<file path="src/rtl/bus_arbiter.sv">
// Round-robin bus arbiter issuing a registered one-hot grant to N_CORES requesters.
// Latency: request sampled in IDLE with Ready low -> grant visible the next cycle.
// Backpressure: no re-arbitration until the bus memory drops Ready after a release.
module bus_arbiter #(
  parameter  int N_CORES        = 4,
  parameter  int TIMEOUT_CYCLES = 256,
  parameter  int CNT_W          = 16,
  localparam int OWN_W          = $clog2(N_CORES)
) (
  input  logic               clk,
  input  logic               reset,
  input  logic [N_CORES-1:0] Bus_RQ,
  input  logic               Bus_Mem_Ready,
  output logic [N_CORES-1:0] Bus_GRANT,
  output logic [OWN_W-1:0]   Bus_Owner,
  output logic               Bus_Busy,
  output logic               Timeout_Pulse
);

  typedef enum logic [1:0] {
    S_IDLE     = 2'd0,
    S_GRANTED  = 2'd1,
    S_WAIT_MEM = 2'd2
  } state_t;

  // One extra bit lets the wrapped scan index be computed without overflow.
  localparam logic [OWN_W:0]   N_EXT    = (OWN_W+1)'(N_CORES);
  localparam logic [OWN_W-1:0] LAST_IDX = OWN_W'(N_CORES - 1);
  localparam logic [CNT_W-1:0] WD_LAST  = CNT_W'(TIMEOUT_CYCLES - 1);
  localparam bit               WD_EN    = (TIMEOUT_CYCLES != 0);

  state_t               state, state_nxt;
  logic [OWN_W-1:0]     ptr, ptr_nxt;
  logic [CNT_W-1:0]     wd, wd_nxt;
  logic [N_CORES-1:0]   grant_nxt;
  logic [OWN_W-1:0]     owner_nxt;
  logic                 busy_nxt;
  logic                 pulse_nxt;

  logic [OWN_W:0]       idx;
  logic                 found;
  logic [OWN_W-1:0]     winner;

  // Rotating priority scan: first requester at or after the pointer, wrapping.
  always_comb begin
    found  = 1'b0;
    winner = '0;
    idx    = '0;
    for (int i = 0; i < N_CORES; i++) begin
      idx = {1'b0, ptr} + (OWN_W+1)'(i);
      if (idx >= N_EXT) idx = idx - N_EXT;
      if (!found && Bus_RQ[idx[OWN_W-1:0]]) begin
        found  = 1'b1;
        winner = idx[OWN_W-1:0];
      end
    end
  end

  // Next-state and next-output decode; registered below so outputs never see inputs directly.
  always_comb begin
    state_nxt = state;
    grant_nxt = Bus_GRANT;
    owner_nxt = Bus_Owner;
    ptr_nxt   = ptr;
    wd_nxt    = wd;
    pulse_nxt = 1'b0;
    case (state)
      S_IDLE: begin
        grant_nxt = '0;
        if (found && !Bus_Mem_Ready) begin
          state_nxt         = S_GRANTED;
          grant_nxt[winner] = 1'b1;
          owner_nxt         = winner;
          ptr_nxt           = (winner == LAST_IDX) ? '0 : winner + OWN_W'(1);
          wd_nxt            = '0;
        end
      end
      S_GRANTED: begin
        wd_nxt = wd + CNT_W'(1);
        // Owner release takes priority over the watchdog, so no pulse on a tie.
        if (!Bus_RQ[Bus_Owner]) begin
          state_nxt = S_WAIT_MEM;
          grant_nxt = '0;
        end else if (WD_EN && (wd == WD_LAST)) begin
          state_nxt = S_WAIT_MEM;
          grant_nxt = '0;
          pulse_nxt = 1'b1;
        end
      end
      S_WAIT_MEM: begin
        grant_nxt = '0;
        if (!Bus_Mem_Ready) state_nxt = S_IDLE;
      end
      default: begin
        state_nxt = S_IDLE;
        grant_nxt = '0;
      end
    endcase
    busy_nxt = (state_nxt == S_GRANTED);
  end

  // FSM state register.
  always_ff @(posedge clk or posedge reset) begin
    if (reset) state <= S_IDLE;
    else       state <= state_nxt;
  end

  // Registered outputs, round-robin pointer and watchdog counter.
  always_ff @(posedge clk or posedge reset) begin
    if (reset) begin
      Bus_GRANT     <= '0;
      Bus_Owner     <= '0;
      Bus_Busy      <= 1'b0;
      Timeout_Pulse <= 1'b0;
      ptr           <= '0;
      wd            <= '0;
    end else begin
      Bus_GRANT     <= grant_nxt;
      Bus_Owner     <= owner_nxt;
      Bus_Busy      <= busy_nxt;
      Timeout_Pulse <= pulse_nxt;
      ptr           <= ptr_nxt;
      wd            <= wd_nxt;
    end
  end

endmodule

</file>
<file path="config.mk">
export PLATFORM = sky130hd
export DESIGN_NAME = bus_arbiter
export DESIGN_NICKNAME = d
export VERILOG_FILES = /design/src/rtl/bus_arbiter.sv
export SDC_FILE = /design/constraint.sdc
export NUM_CORES = 1
export LEC_CHECK = 0
export ABC_AREA = 1
export CAP_MARGIN = 20
export CORE_UTILIZATION = 45
export CTS_CLUSTER_DIAMETER = 60
export DETAILED_ROUTE_END_ITERATION = 6
export PLACE_DENSITY_LB_ADDON = 0.12
export RECOVER_POWER = 50
export SYNTH_ARGS = -nofsm -noshare
export SYNTH_HDL_FRONTEND = slang
export SYNTH_SLANG_ARGS = --single-unit
</file>
<file path="constraint.sdc">
create_clock -name clk -period 3.1 [get_ports clk]
set_clock_uncertainty 0.2 [all_clocks]
set_input_delay 0.775 -clock clk [delete_from_list [all_inputs] [get_ports clk]]
set_output_delay 0.775 -clock clk [all_outputs]
set_load 0.05 [all_outputs]
</file>
==> results of run 1 <==
-- critical path: stages --
cell	delay (ns)
dlygate4sd3_1	0.57
inv_1	0.07
nand2_2	0.06
nand2_1	0.07
o21ai_1	0.20
inv_2	0.09
nand3_4	0.10
nand3_2	0.49
nand2_1	0.25
o21ai_2	0.07
-- stage by stage --
step                hold WS (ns)  setup slack [ns]  cells
floorplan                  0.293             0.867    234
global placement           0.294             0.230    295
detailed placement         0.300             0.168    295
CTS                        0.321             0.463    299
global route               0.340             0.180    299
finish                     0.316             0.317    299
-- final cells by class --
type / instances / area, µm²
Tap cell: 50 / 62.6
Multi-Input combinational cell: 171 / 1060
Fill cell: 422 / 1940
Timing Repair Buffer: 16 / 151
Sequential cell: 28 / 701
Inverter: 30 / 113
Clock buffer: 4 / 55.1
-- cells in the mapped netlist (all sizes together) --
master / number / area (µm²)
ha: 5 / 62.6
o21bai: 2 / 15.0
nand4: 5 / 31.3
inv: 30 / 113
xor2: 3 / 26.3
nand3b: 1 / 7.51
dfrtp: 28 / 701
nor3: 4 / 36.3
nor4: 2 / 12.5
nor2: 14 / 83.8
a21oi: 5 / 25.0
nand3: 37 / 300
a31oi: 2 / 12.5
o21ai: 22 / 151
buf: 5 / 51.3
nand2: 68 / 308
o211ai: 1 / 7.51
-- power by group through the flow --
stage | Clock [mW] | Sequential (mW) | Combinational (mW)
2_1_floorplan | 0 | 0.733 | 0.893
3_3_place_gp | 0 | 0.624 | 1.23
3_5_place_dp | 0 | 0.627 | 1.23
4_1_cts | 0.238 | 0.618 | 1.23
5_1_grt | 0.250 | 0.636 | 1.35
6_report | 0.228 | 0.618 | 1.21
-- registers in the layout (all words and copies together) (netlist names) --
signal         flops
ptr                2
Bus_Owner          2
Bus_Busy           1
Bus_GRANT          4
state              2
Timeout_Pulse      1
wd                16
-- how the worst max path moves through the flow --
stage / cells after the start / endpoint / start / slack [ns]
after floorplan: 12 / ptr[1] / Bus_RQ[0] / 0.87
after global placement: 13 / ptr[1] / Bus_RQ[2] / 0.23
after detailed placement: 13 / ptr[1] / Bus_RQ[0] / 0.17
after CTS: 13 / ptr[1] / Bus_RQ[0] / 0.46
after global routing: 3 / Bus_GRANT[0] / reset / 0.18
final: 10 / Bus_Owner[0] / Bus_RQ[1] / 0.32
-- routing by layer --
metal / GRT usage (%) / vias up / share of wire (%)
met3: 2.53 / 4 / 3.8
met1: 25.6 / 677 / 51
met2: 28.7 / 31 / 43
met4: 6.38 / 0 / 1.3
met5: 0 / - / 0
li1: - / 799 / -
-- kinds of logic (layout without fill, tap and decap cells) --
kind of cell | Yosys count | count (layout)
AO/OA/AOI/OAI | 32 | 32
AND/OR/NAND/NOR | 131 | 131
XOR/XNOR | 3 | 3
buffers and inverters | 35 | 50
flip-flops | 28 | 28
adder cells (fa/ha/maj) | 5 | 5
==> results.ini, run 1 <==
[status]
outcome=complete, but fails checks
violations=capacitance limit, slew limit

[critical_path]
regToRegSetupSlack_ns=0.62
crit_path_start_kind=input port
crit_required_ns=3.05
critPathArrivalTime_ns=2.73
r2r_end=Bus_Owner[0]
reg2reg_from=ptr[0]
cp-end-kind=flip-flop
reg2regPathDepth=9
criticalPathCategory=in -> reg
cp_max_fo=21

[placement]
place.gp.congestion=0.827
io_buffers=14
place_area_um2=2110
dpl.hpwl_mm=2.67

[synthesis]
synth.distinct_cells=31
synth_xor_area_share_pct=1.35
yosysWarnings=0
synth_compound_area_share_pct=10.9
yosysSeqAreaShare_pct=36.0
syn_nets=246
ys_ff_latch=28
synthSimpleGateAreaFrac_pct=40.1
syn_inst=234
synth.area.mux_share_pct=0
synth.cell_area_um2=1940
avgSynthCellArea_um2=8.31
yosys.area_share.adder_pct=3.22
synth_top_family_by_area=simple AND/OR/NAND/NOR gates

[cells_and_area]
final_nets=262
mostFrequentLayoutCell=nand2_1
final_cell_mix=55 x nand2_1, 28 x dfrtp_1, 24 x inv_1, 18 x nand3_1, 18 x nand3_2
diodes=0
area_delta_synth_final_pct=10.4
final_core_utilization_pct=52.5
stdcell_area_um2=2150
drive_above_1_share_pct=24.1

[drt]
first_iter_violations=87
wl_per_cell_um=12.1
dr_total_vias=1511
viasPerCell=5.05
ant_nets=0
drt-total-wl_mm=3.61
drc_errors=0
drt_first_pass_iters=4

[floorplan]
ios=15
rows=23
fp.dieH_um=67.7
chipWidth_um=67.7
die-area_um2=4590
start_util_pct=47.6
core-area_um2=4090

[clocking]
cts_hold_buf=0
cts_tree=done
cts.sinks=28
clock_latency_ns=0.28
post_cts_buffers=0
cts_root_buf=clkbuf_8
cts_buffers=3
cts_buffer_depth=2
path_clk_slew_ns=0.09
postCtsResizedCells=0
htree_levels=1

[timing]
grt_setup_unrepaired=false
period_minus_slack_ns=2.78
relSlewSlack_pct=-0.475
finalHoldViolations=0
fin_crit_sh_pct=89.8
setup-violations-final=0
setup-tns-final_ns=0
drv_slew=29
tightest_slew_ns=1.51
max_freq_mhz=359

[pwr]
peakVddDrop_mv=0.589
intPower_uw=985
total_leakage_power_nw=1.00
switching_share_pct=52.1
p_clk_share_pct=11.1
p_switching_mw=1.07
finalPower_mw=2.05
combPwrFrac_pct=58.8
seqPwrFrac_pct=30.1
cellPowerDensity_nw_per_um2=957

[grt]
grt_pass1_vias=1451
grt_max_degree=29
grt-ovfl-total=0
grt_first_pass_wirelength_mm=6.31
grt_usage_pct=18.4
antenna_found_initial=0

[run]
maxCapViolations=1

[min_path]
hold_class=reg -> reg
hold_depth=2
hold_start=Bus_GRANT[1]
hold_end=Bus_GRANT[1]

(Power assumes the default switching activity.)
==> run 2, diff against run 1 <==
CORE_MARGIN = 3   (was unset)
==> run 2 against run 1 <==
The flow finishes with violations (capacitance limit); non-clock buffer count up 1; highest routed layer unchanged; worst setup slack better by 0.090 ns; cell area up 1.5%; combinational power about the same; critical path depth up 3; sequential share of layout area down 0.47 points; wire length about the same; utilization up 0.77 points; global-route usage down 2.7 points.
==> results.ini, run 2 (synthesis results as in run 1) <==
[pwr]
finalPower_mw=2.14
peakVddDrop_mv=0.600
total_leakage_power_nw=1.02
cellPowerDensity_nw_per_um2=982

[cells_and_area]
final_cell_mix=55 x nand2_1, 28 x dfrtp_1, 24 x inv_1, 18 x nand3_1, 17 x nand3_2
seq_area_um2=701
diodes=0
drive_above_1_share_pct=24.4
multi_input_area_um2=1070
largestRegisters=wd (16), Bus_GRANT (4)
final_nets=263
final_cells=300
top_register=wd
largest_reg_flops=16
fill_cells=402
area_delta_synth_final_pct=12.0
mostFrequentLayoutCell=nand2_1
final_core_utilization_pct=53.3

[timing]
finalHoldViolations=0
max_freq_mhz=371
fin_crit_sh_pct=86.9
holdWs_ns=0.317
setup-violations-final=0
grt_setup_unrepaired=false
relSlewSlack_pct=0.166
drv_slew=0
period_minus_slack_ns=2.69
tightest_slew_ns=1.50
setup-tns-final_ns=0

[critical_path]
reg2reg_from=ptr[0]
critPathMaxStageDelay_ns=0.58
cp_max_fo=5
critPathArrivalTime_ns=2.66
reg2regPathDepth=12
criticalPathCategory=in -> reg
crit_top_cell=nand2_1
cp-end-kind=flip-flop
regToRegSetupSlack_ns=0.70
slowest_stage=dlygate4sd3_1
crit_path_start_kind=input port
crit_required_ns=3.07
crit_chain=dlygate4sd3_1, inv_1, nand2_2, nand3_1, nand2_4, nor2_8, nand3_1, nand2_1, nand2_1, inv_1, ha_1, nand2_1, o21ai_1
r2r_end=ptr[1]

[drt]
wl_per_cell_um=12.0
viasPerCell=5.11
ant_nets=0
dr_total_vias=1534
drc_errors=0
drt-total-wl_mm=3.61
drt_first_pass_iters=4
first_iter_violations=67

[clocking]
path_clk_slew_ns=0.10
post_cts_buffers=0
postCtsResizedCells=0
cts_tree=done
cts_buffer_depth=2
clock_latency_ns=0.28
cts_root_buf=clkbuf_8
htree_levels=1
cts_buffers=3
cts_hold_buf=0
cts.sinks=28

[min_path]
hold_class=reg -> reg
hold_start=Bus_GRANT[3]
hold_depth=2
hold_end=Bus_GRANT[3]

[run]
maxCapViolations=1

[grt]
grt_usage_pct=15.7
grt-ovfl-total=0
grt_pass1_vias=1414
grt_max_degree=29
antenna_found_initial=0
grt_first_pass_wirelength_mm=6.49

[placement]
io_buffers=14
place.gp.congestion=0.861
place_inst=296
dpl.hpwl_mm=2.71

[floorplan]
rows=23
ios=15
chipWidth_um=71.7
fp.dieH_um=71.7
core-area_um2=4090
die-area_um2=5150
start_util_pct=47.6

[status]
violations=capacitance limit
outcome=complete, but fails checks

run 2: worst max path at each step:
stage	cells past startpoint	startpoint	endpoint
floorplan	12	Bus_RQ[0]	ptr[1]
global placement	13	Bus_RQ[2]	ptr[1]
detailed placement	13	Bus_RQ[2]	ptr[1]
CTS	13	Bus_RQ[2]	ptr[1]
global route	3	reset	wd[15]
finish	13	Bus_RQ[1]	ptr[1]
run 2: where the power goes:
part | switching [mW] | internal (mW) | total, mW | leakage (nW)
clock network | 0.113 | 0.173 | 0.286 | 0.0357
registers | 0.137 | 0.480 | 0.617 | 0.376
logic | 0.831 | 0.405 | 1.24 | 0.607
run 2: cell type report:
class,count,share of cell area (%)
Inverter,30,5.17
Multi-Input combinational cell,171,49.2
Tap cell,50,2.87
Clock buffer,3,1.90
Sequential cell,28,32.2
Timing Repair Buffer,17,7.29
Clock inverter,1,1.38
run 2: layer usage:
metal  part of all wire [%]  vias up  global-route usage [%]
li1                       -      801                       -
met1                     54      708                    23.7
met2                     42       21                    23.1
met3                    2.9        4                    2.52
met4                    1.0        0                    4.38
met5                      0        -                       0
run 2: metrics by stage:
step / cell area [µm²] / setup slack, ns
finish: 2180 / 0.407
global route: 2180 / 0.246
CTS: 2190 / 0.471
detailed placement: 2120 / 0.177
global placement: 2120 / 0.201
floorplan: 1940 / 0.867
run 2: worst max-delay path: cells and delay by family:
kind	cells	cell delay, ns
simple gates	8	0.81
buf+inv	3	0.79
fa+ha+maj	1	0.23
compound gates	1	0.06
==> run 3, diff against run 2 <==
CTS_CLUSTER_SIZE = 40   (was unset)
==> results of run 3 <==
Same layout as run 2: the final DEF is identical, and so are final timing and power.
